**config.mk**
```make
export PLATFORM = sky130hd
export DESIGN_NAME = multicycle_ctrl
export DESIGN_NICKNAME = d
export VERILOG_FILES = /design/src/rtl/mc_pkg.sv /design/src/rtl/mc_perf_cnt.sv /design/src/rtl/multicycle_ctrl.sv
export SDC_FILE = /design/constraint.sdc
export NUM_CORES = 1
export LEC_CHECK = 0
export CAP_MARGIN = 10
export CORE_AREA = 3 3 40 42
export CTS_BUF_LIST = sky130_fd_sc_hd__clkbuf_16
export CTS_CLUSTER_SIZE = 40
export DETAILED_ROUTE_END_ITERATION = 12
export DIE_AREA = 0 0 43 45
export GPL_TIMING_DRIVEN = 1
export PLACE_DENSITY = 0.67
export SKIP_CTS_REPAIR_TIMING = 1
export SYNTH_ARGS = -nofsm -noshare
export SYNTH_HDL_FRONTEND = slang
export SYNTH_SLANG_ARGS = --single-unit
```
**constraint.sdc**
```tcl
create_clock -name clk -period 1.48 [get_ports clk]
set_clock_uncertainty 0.1 [all_clocks]
set_input_delay 0.148 -clock clk [delete_from_list [all_inputs] [get_ports clk]]
set_output_delay 0.148 -clock clk [all_outputs]
set_load 0.05 [all_outputs]
```
**src/rtl/mc_pkg.sv**
```systemverilog
// Shared constants for the multi-cycle sequencer: opcodes, ALU ops, state encodings.
package mc_pkg;

    localparam int unsigned MC_OPCODE_W = 3;

    localparam logic [2:0] OP_ADD   = 3'd0;
    localparam logic [2:0] OP_SUB   = 3'd1;
    localparam logic [2:0] OP_LOAD  = 3'd2;
    localparam logic [2:0] OP_STORE = 3'd3;
    localparam logic [2:0] OP_JUMP  = 3'd4;

    localparam logic [1:0] ALU_OP_ADD = 2'b00;
    localparam logic [1:0] ALU_OP_SUB = 2'b01;

    typedef enum logic [2:0] {
        S_IDLE   = 3'd0,
        S_FETCH  = 3'd1,
        S_DECODE = 3'd2,
        S_EXEC   = 3'd3,
        S_MEM    = 3'd4,
        S_WB     = 3'd5
    } state_t;

endpackage

```
**src/rtl/mc_perf_cnt.sv**
```systemverilog
// Free-running cycle counter and retired-instruction counter, both wrap at 2^CNT_W.
module mc_perf_cnt #(
    parameter int unsigned CNT_W = 16
) (
    input  logic             clk,
    input  logic             rst_n,
    input  logic             instr_done,
    output logic [CNT_W-1:0] cycle_cnt,
    output logic [CNT_W-1:0] instr_cnt
);

    always_ff @(posedge clk) begin
        if (!rst_n) begin
            cycle_cnt <= '0;
            instr_cnt <= '0;
        end else begin
            cycle_cnt <= cycle_cnt + CNT_W'(1);
            if (instr_done) begin
                instr_cnt <= instr_cnt + CNT_W'(1);
            end
        end
    end

endmodule

```
**src/rtl/multicycle_ctrl.sv**
```systemverilog
// Multi-cycle FETCH/DECODE/EXEC/MEM/WB sequencer with shared memory port handshake.
// Optional perf counters enabled by defining MC_PERF_CNT_EN.
module multicycle_ctrl
    import mc_pkg::*;
#(
    parameter int unsigned OPCODE_W = MC_OPCODE_W
`ifdef MC_PERF_CNT_EN
    ,
    parameter int unsigned CNT_W = 16
`endif
) (
    input  logic                clk,
    input  logic                rst_n,
    input  logic [OPCODE_W-1:0] opcode_in,
    input  logic                mem_ready,
    output logic                mem_req,
    output logic                mem_we,
    output logic                iord,
    output logic                ir_write,
    output logic                pc_write,
    output logic                pc_src,
    output logic                alu_src,
    output logic [1:0]          alu_op,
    output logic                reg_write,
    output logic                mem_to_reg,
    output logic                instr_done,
    output logic [2:0]          state_out
`ifdef MC_PERF_CNT_EN
    ,
    output logic [CNT_W-1:0]    cycle_cnt,
    output logic [CNT_W-1:0]    instr_cnt
`endif
);

    state_t              state;
    state_t              state_nxt;
    logic [OPCODE_W-1:0] op_q;
    logic [OPCODE_W-1:0] op_nxt;

    logic is_sub;
    logic is_load;
    logic is_store;
    logic is_jump;

    // Anything not recognised (including 101-111) falls through as ADD.
    assign is_sub   = (op_q == OPCODE_W'(OP_SUB));
    assign is_load  = (op_q == OPCODE_W'(OP_LOAD));
    assign is_store = (op_q == OPCODE_W'(OP_STORE));
    assign is_jump  = (op_q == OPCODE_W'(OP_JUMP));

    assign state_out = state;

    always_ff @(posedge clk) begin
        if (!rst_n) begin
            state <= S_IDLE;
            op_q  <= '0;
        end else begin
            state <= state_nxt;
            op_q  <= op_nxt;
        end
    end

    always_comb begin
        state_nxt  = state;
        op_nxt     = op_q;
        mem_req    = 1'b0;
        mem_we     = 1'b0;
        iord       = 1'b0;
        ir_write   = 1'b0;
        pc_write   = 1'b0;
        pc_src     = 1'b0;
        alu_src    = 1'b0;
        alu_op     = ALU_OP_ADD;
        reg_write  = 1'b0;
        mem_to_reg = 1'b0;
        instr_done = 1'b0;

        case (state)
            S_IDLE: begin
                state_nxt = S_FETCH;
            end
            S_FETCH: begin
                mem_req = 1'b1;
                if (mem_ready) begin
                    ir_write  = 1'b1;
                    pc_write  = 1'b1;
                    op_nxt    = opcode_in;
                    state_nxt = S_DECODE;
                end
            end
            S_DECODE: begin
                state_nxt = S_EXEC;
            end
            S_EXEC: begin
                if (is_jump) begin
                    pc_write   = 1'b1;
                    pc_src     = 1'b1;
                    instr_done = 1'b1;
                    state_nxt  = S_FETCH;
                end else if (is_load || is_store) begin
                    alu_src   = 1'b1;
                    state_nxt = S_MEM;
                end else begin
                    alu_op    = is_sub ? ALU_OP_SUB : ALU_OP_ADD;
                    state_nxt = S_WB;
                end
            end
            S_MEM: begin
                mem_req = 1'b1;
                iord    = 1'b1;
                mem_we  = is_store;
                if (mem_ready) begin
                    instr_done = is_store;
                    state_nxt  = is_store ? S_FETCH : S_WB;
                end
            end
            S_WB: begin
                reg_write  = 1'b1;
                mem_to_reg = is_load;
                instr_done = 1'b1;
                state_nxt  = S_FETCH;
            end
            default: begin
                state_nxt = S_IDLE;
            end
        endcase
    end

`ifdef MC_PERF_CNT_EN
    mc_perf_cnt #(
        .CNT_W(CNT_W)
    ) u_perf_cnt (
        .clk       (clk),
        .rst_n     (rst_n),
        .instr_done(instr_done),
        .cycle_cnt (cycle_cnt),
        .instr_cnt (instr_cnt)
    );
`endif

endmodule
```
==> results of run 1 <==
[layout by cell type, fill, tap and decap left out, types with 2 or more instances in the layout]
master           count
nand2_1              3
inv_1                3
nor3b_4              3
clkdlybuf4s50_1      5
dfxtp_4              3
and3_1               2
buf_4               16
dfxtp_1              2
mux2i_1              4
clkbuf_16            3
o21ai_0              2
nor2b_1              3
buf_12              14
nor2_4               2
buf_6                2
[logic make-up after synthesis]
kind of cell    count (synthesis)
other cells                     1
compound gates                  7
flops                           6
xor+xnor                        1
buf+inv                         7
mux                             4
simple gates                   23
[per-stage QoR]
stage	util	hold WS (ps)
floorplan	-	158.8
global placement	0.7332	458.3
detailed placement	0.7332	457.5
CTS	0.7945	450.1
global route	0.8189	478.6
finish	0.8189	440.6
[final cells by class]
cell class                 count  area (um^2)
inverter                       2        7.507
fill                          66        232.7
clock buffer                   3        75.07
timing repair buffer          37        473.0
clock inverter                 1        3.754
multi-input combinational     36        341.6
tap                           15        18.77
sequential                     6        132.6
[layer usage]
layer,vias up,GRT usage,wire (um)
met3,4,0.05976,80
met1,241,0.1691,585
met4,0,0.1265,31
met2,23,0.2725,702
li1,247,-,-
met5,-,0,0
[Yosys cell counts, drive strengths merged]
cell and n:
dfxtp 6, a41oi 1, mux2i 4, a31oi 1
nor4 1, nand2 3, o21ai 2, nor2 4
or3b 1, and3b 1, and4b 1, nor3b 3
or2 1, nor4bb 1, and3 2, xnor2 1
nand2b 1, nand3b 1, nor2b 3, a211o 1
buf 5, a211oi 1, inv 2, conb 1
a21oi 1
[state kept, by name, summed over array words and instances, names as in the netlist]
signal	flops
state_out	3
op_q	3
[power groups by stage]
stage	Clock, mW	Sequential, mW	Combinational, mW
after global routing	0.468	0.187	0.222
after CTS	0.452	0.185	0.209
after detailed placement	0	0.187	0.206
after floorplan	0	0.196	0.110
final	0.444	0.185	0.212
after global placement	0	0.187	0.205
[critical path, delay by kind of cell, from the launching register on]
kind | cells | cell delay [ps]
flip-flops | 1 | 360
AND/OR/NAND/NOR | 2 | 350
AO/OA/AOI/OAI | 1 | 330
buffers and inverters | 1 | 150
[worst paths after layout]
| check | end | cells past startpoint | slack, ps | startpoint |
|---|---|---|---|---|
| setup / recovery | instr_done | 4 | -180 | state_out[2] |
| hold / removal | op_q[2] | 2 | 440 | op_q[2] |
| setup reg to reg | state_out[0] | 5 | -10 | state_out[2] |
| hold reg to reg | op_q[2] | 2 | 440 | op_q[2] |
==> results.cfg, run 1 <==
[yosys]
ys_seq_area_frac = 0.2735
yosysWarningCount = 0
synth_fa_ha_area_frac = 0
synth_seq_cells = 6
synthCells = 49
synthSimpleGateAreaFrac = 0.3818
synth_top_family_by_area = simple AND/OR/NAND/NOR gates
synth.cell_area_um2 = 439.2
yosysTopAreaCell = dfxtp_1
yosysUniqueCellTypes = 27
synth_mux_area_frac = 0.09117
synth_xor_area_frac = 0.01994
synth_top_cell_area_share = 0.2735
ys_top_cells_by_area = dfxtp_1, mux2i_1, nor4bb_4
synth_compound_area_frac = 0.1054
synth_fp_nets = 55
syn_avg_cell_area_um2 = 8.963

[timing]
setup-tns-final_ps = -1006
max_freq_mhz = 602.2
drv_slew = 0
setup_viol = 10
setup_ws_ps = -180.6
hold_viol = 0
period_minus_slack_ps = 1661
rsz0062_at_grt = yes
fin_crit_sh = 1.122

[power_and_ir_drop]
pwr-share-comb = 0.252
switching_share = 0.2527
p_sw_mw = 0.2125
p_seq_frac = 0.220
cellPowerDensity_mw_per_mm2 = 799.2
p_clk_frac = 0.528
p_leak_nw = 0.4214
p_total_mw = 0.8409
internal_power_mw = 0.6284
peakVddDrop_mv = 0.5756

[critical_path]
critical-path-max-stage-delay_ps = 360
path_class = flip-flop to output pin
crit_fanout = 8
critPathCaptureType = output pin
critPathLaunchType = flip-flop
cp_data_arrival_time_ps = 1410
crit_chain = nor3b_4 -> and4b_4 -> a211o_4 -> buf_12
cp.required_ps = 1230
cp_slowest_cell = dfxtp_4

[floorplan]
initial_core_util = 0.3418
die_y_um = 45
ios = 21
die-width_um = 43
num_rows = 13
core-area_mm2 = 0.001285
dieArea_mm2 = 0.001935

[final_layout]
stdcell_count = 100
syn_to_final_growth_pct = 139.6
final_nets = 92
antenna_cells = 0
design_area_mm2 = 0.001052
drive_above_1_share = 0.6000

[routing]
firstDrtPassIters = 4
drtIter0Drc = 8
drc = 0
ant_nets = 0
vias = 515
wirelength_mm = 1.400
via_per_inst = 5.150
wl_per_cell_um = 14.00

[place]
io_buffers = 19
placed_cell_area_um2 = 942.2
dp_cells = 93
dp_hpwl_mm = 1.066
place_congestion = 0.7680
place_ws_ps = -50.55

[grt]
grt-ovfl-total = 0
grt_max_degree = 10
grt_pass1_vias = 534
track_usage = 0.1642
grt_pass1_wl_mm = 2.256
antenna_found_initial = 0

[clocking]
clkSinkCount = 6
cts-root-buf = clkbuf_16
cts_tree = yes
clockBufferDepth = 2
cts-htree-levels = 1
clkTransAtPathRegs_ps = 40
numCtsBuffers = 3
clock_latency_ps = 230

[run]
max_cap_violations = 0

[hold_path]
min_path_type = flip-flop to flip-flop

[status]
status = complete, but fails checks
violations = negative setup slack
Note: power is estimated with default switching activity, not from simulation.
==> run 2: changes to the inputs <==
- REMOVE_ABC_BUFFERS: not set -> 1
==> results.cfg, run 2 (synthesis gave the netlist of run 1 again) <==
[status]
status = complete, but fails checks
violations = negative setup slack

[critical_path]
cp_data_arrival_time_ps = 1390
cp.required_ps = 1230
path_class = flip-flop to output pin
critPathLaunchType = flip-flop
critPathCaptureType = output pin
worstRegToRegCells = 6
crit_fanout = 4

[timing]
hold_viol = 0
setup-tns-final_ps = -781.2
drv_slew = 0
setup_viol = 10
setup_ws_ps = -158.4
hold_slack_ps = 460.4
max_freq_mhz = 610.3
fin_crit_sh = 1.107
rsz0062_at_grt = yes
period_minus_slack_ps = 1638

[floorplan]
initial_core_util = 0.3418
die-width_um = 43
num_rows = 13
core-area_mm2 = 0.001285
die_y_um = 45
ios = 21
dieArea_mm2 = 0.001935

[power_and_ir_drop]
peakVddDrop_mv = 0.9088
cellPowerDensity_mw_per_mm2 = 781.7
p_seq_frac = 0.217
pwr-share-comb = 0.268
p_sw_mw = 0.2033
p_clk_frac = 0.515
p_total_mw = 0.8401
switching_share = 0.2420
internal_power_mw = 0.6368
p_leak_nw = 0.4508

[clocking]
clockBufferDepth = 2
clkSinkCount = 6
clkTransAtPathRegs_ps = 30
cts-root-buf = clkbuf_16
numCtsBuffers = 3
cts_tree = yes
clock_latency_ps = 230
cts-htree-levels = 1

[final_layout]
fillers = 67
drive_above_1_share = 0.6180
antenna_cells = 0
final_common_cell = buf_4
final_cell_mix = buf_4, buf_12, buf_6
syn_to_final_growth_pct = 144.7
fin_util = 0.8364
final_nets = 97

[place]
place_ws_ps = -43.71
dp_hpwl_um = 986.7
place_congestion = 0.8057
io_buffers = 19

[routing]
firstDrtPassIters = 4
vias = 526
drc = 0
drtIter0Drc = 26
wl_per_cell_um = 13.94
via_per_inst = 5.058
ant_nets = 0
wirelength_mm = 1.450

[hold_path]
min_path_type = input pin to flip-flop
worstHoldPathCells = 3

[grt]
grt_pass1_vias = 509
antenna_found_initial = 0
grt_max_degree = 8
track_usage = 0.1406
grt_pass1_wl_mm = 2.049
grt-ovfl-total = 0

[run]
max_cap_violations = 0
[run 2: cell count changes in the layout (fill, tap and decap cells not counted), moves of 2 or more]
cell     before  now
buf_6         2    6
nor3b_4       3    1
dfxtp_2       1    4
nor3b_2       0    2
dfxtp_4       3    1
[run 2: critical path, stage by stage (launching register included)]
cell     delay, ps
dfxtp_2        330
nor3b_4        150
and4b_4        200
a211o_1        320
buf_12         160
[run 2: path summary, 6_finish.rpt]
kind                     start         end  slack, ps
setup / recovery  state_out[2]  instr_done       -160
hold reg to reg        op_q[2]     op_q[2]        520
setup reg to reg  state_out[1]     op_q[0]          0
hold / removal    opcode_in[0]     op_q[0]        460
[run 2: per-stage QoR]
step                      instances  cell area (um^2)
after floorplan                  44             394.1
after global placement           96             878.3
after detailed placement         96             878.3
after CTS                        99             953.4
after global routing            104              1075
final                           104              1075
[run 2: final cells by class]
class / count / area (um^2) / share of cell area
clock buffer: 3 / 75.07 / 0.06985
inverter: 2 / 7.507 / 0.006985
multi-input combinational: 36 / 314.1 / 0.2922
sequential: 6 / 128.9 / 0.1199
tap: 15 / 18.77 / 0.01746
timing repair buffer: 42 / 530.5 / 0.4936
[run 2: power by group through the flow]
stage	Clock (mW)	Sequential, mW	Combinational, mW
after floorplan	0	0.204	0.0729
after global placement	0	0.181	0.197
after detailed placement	0	0.182	0.200
after CTS	0.432	0.180	0.202
after global routing	0.449	0.184	0.236
final	0.432	0.183	0.225
[run 2: layer usage]
metal,track usage,vias to the layer above,share of wire
met3,0.05179,0,0.050
li1,-,251,-
met2,0.2605,23,0.60
met5,0,-,0
met4,0.04217,0,0
met1,0.1490,252,0.35
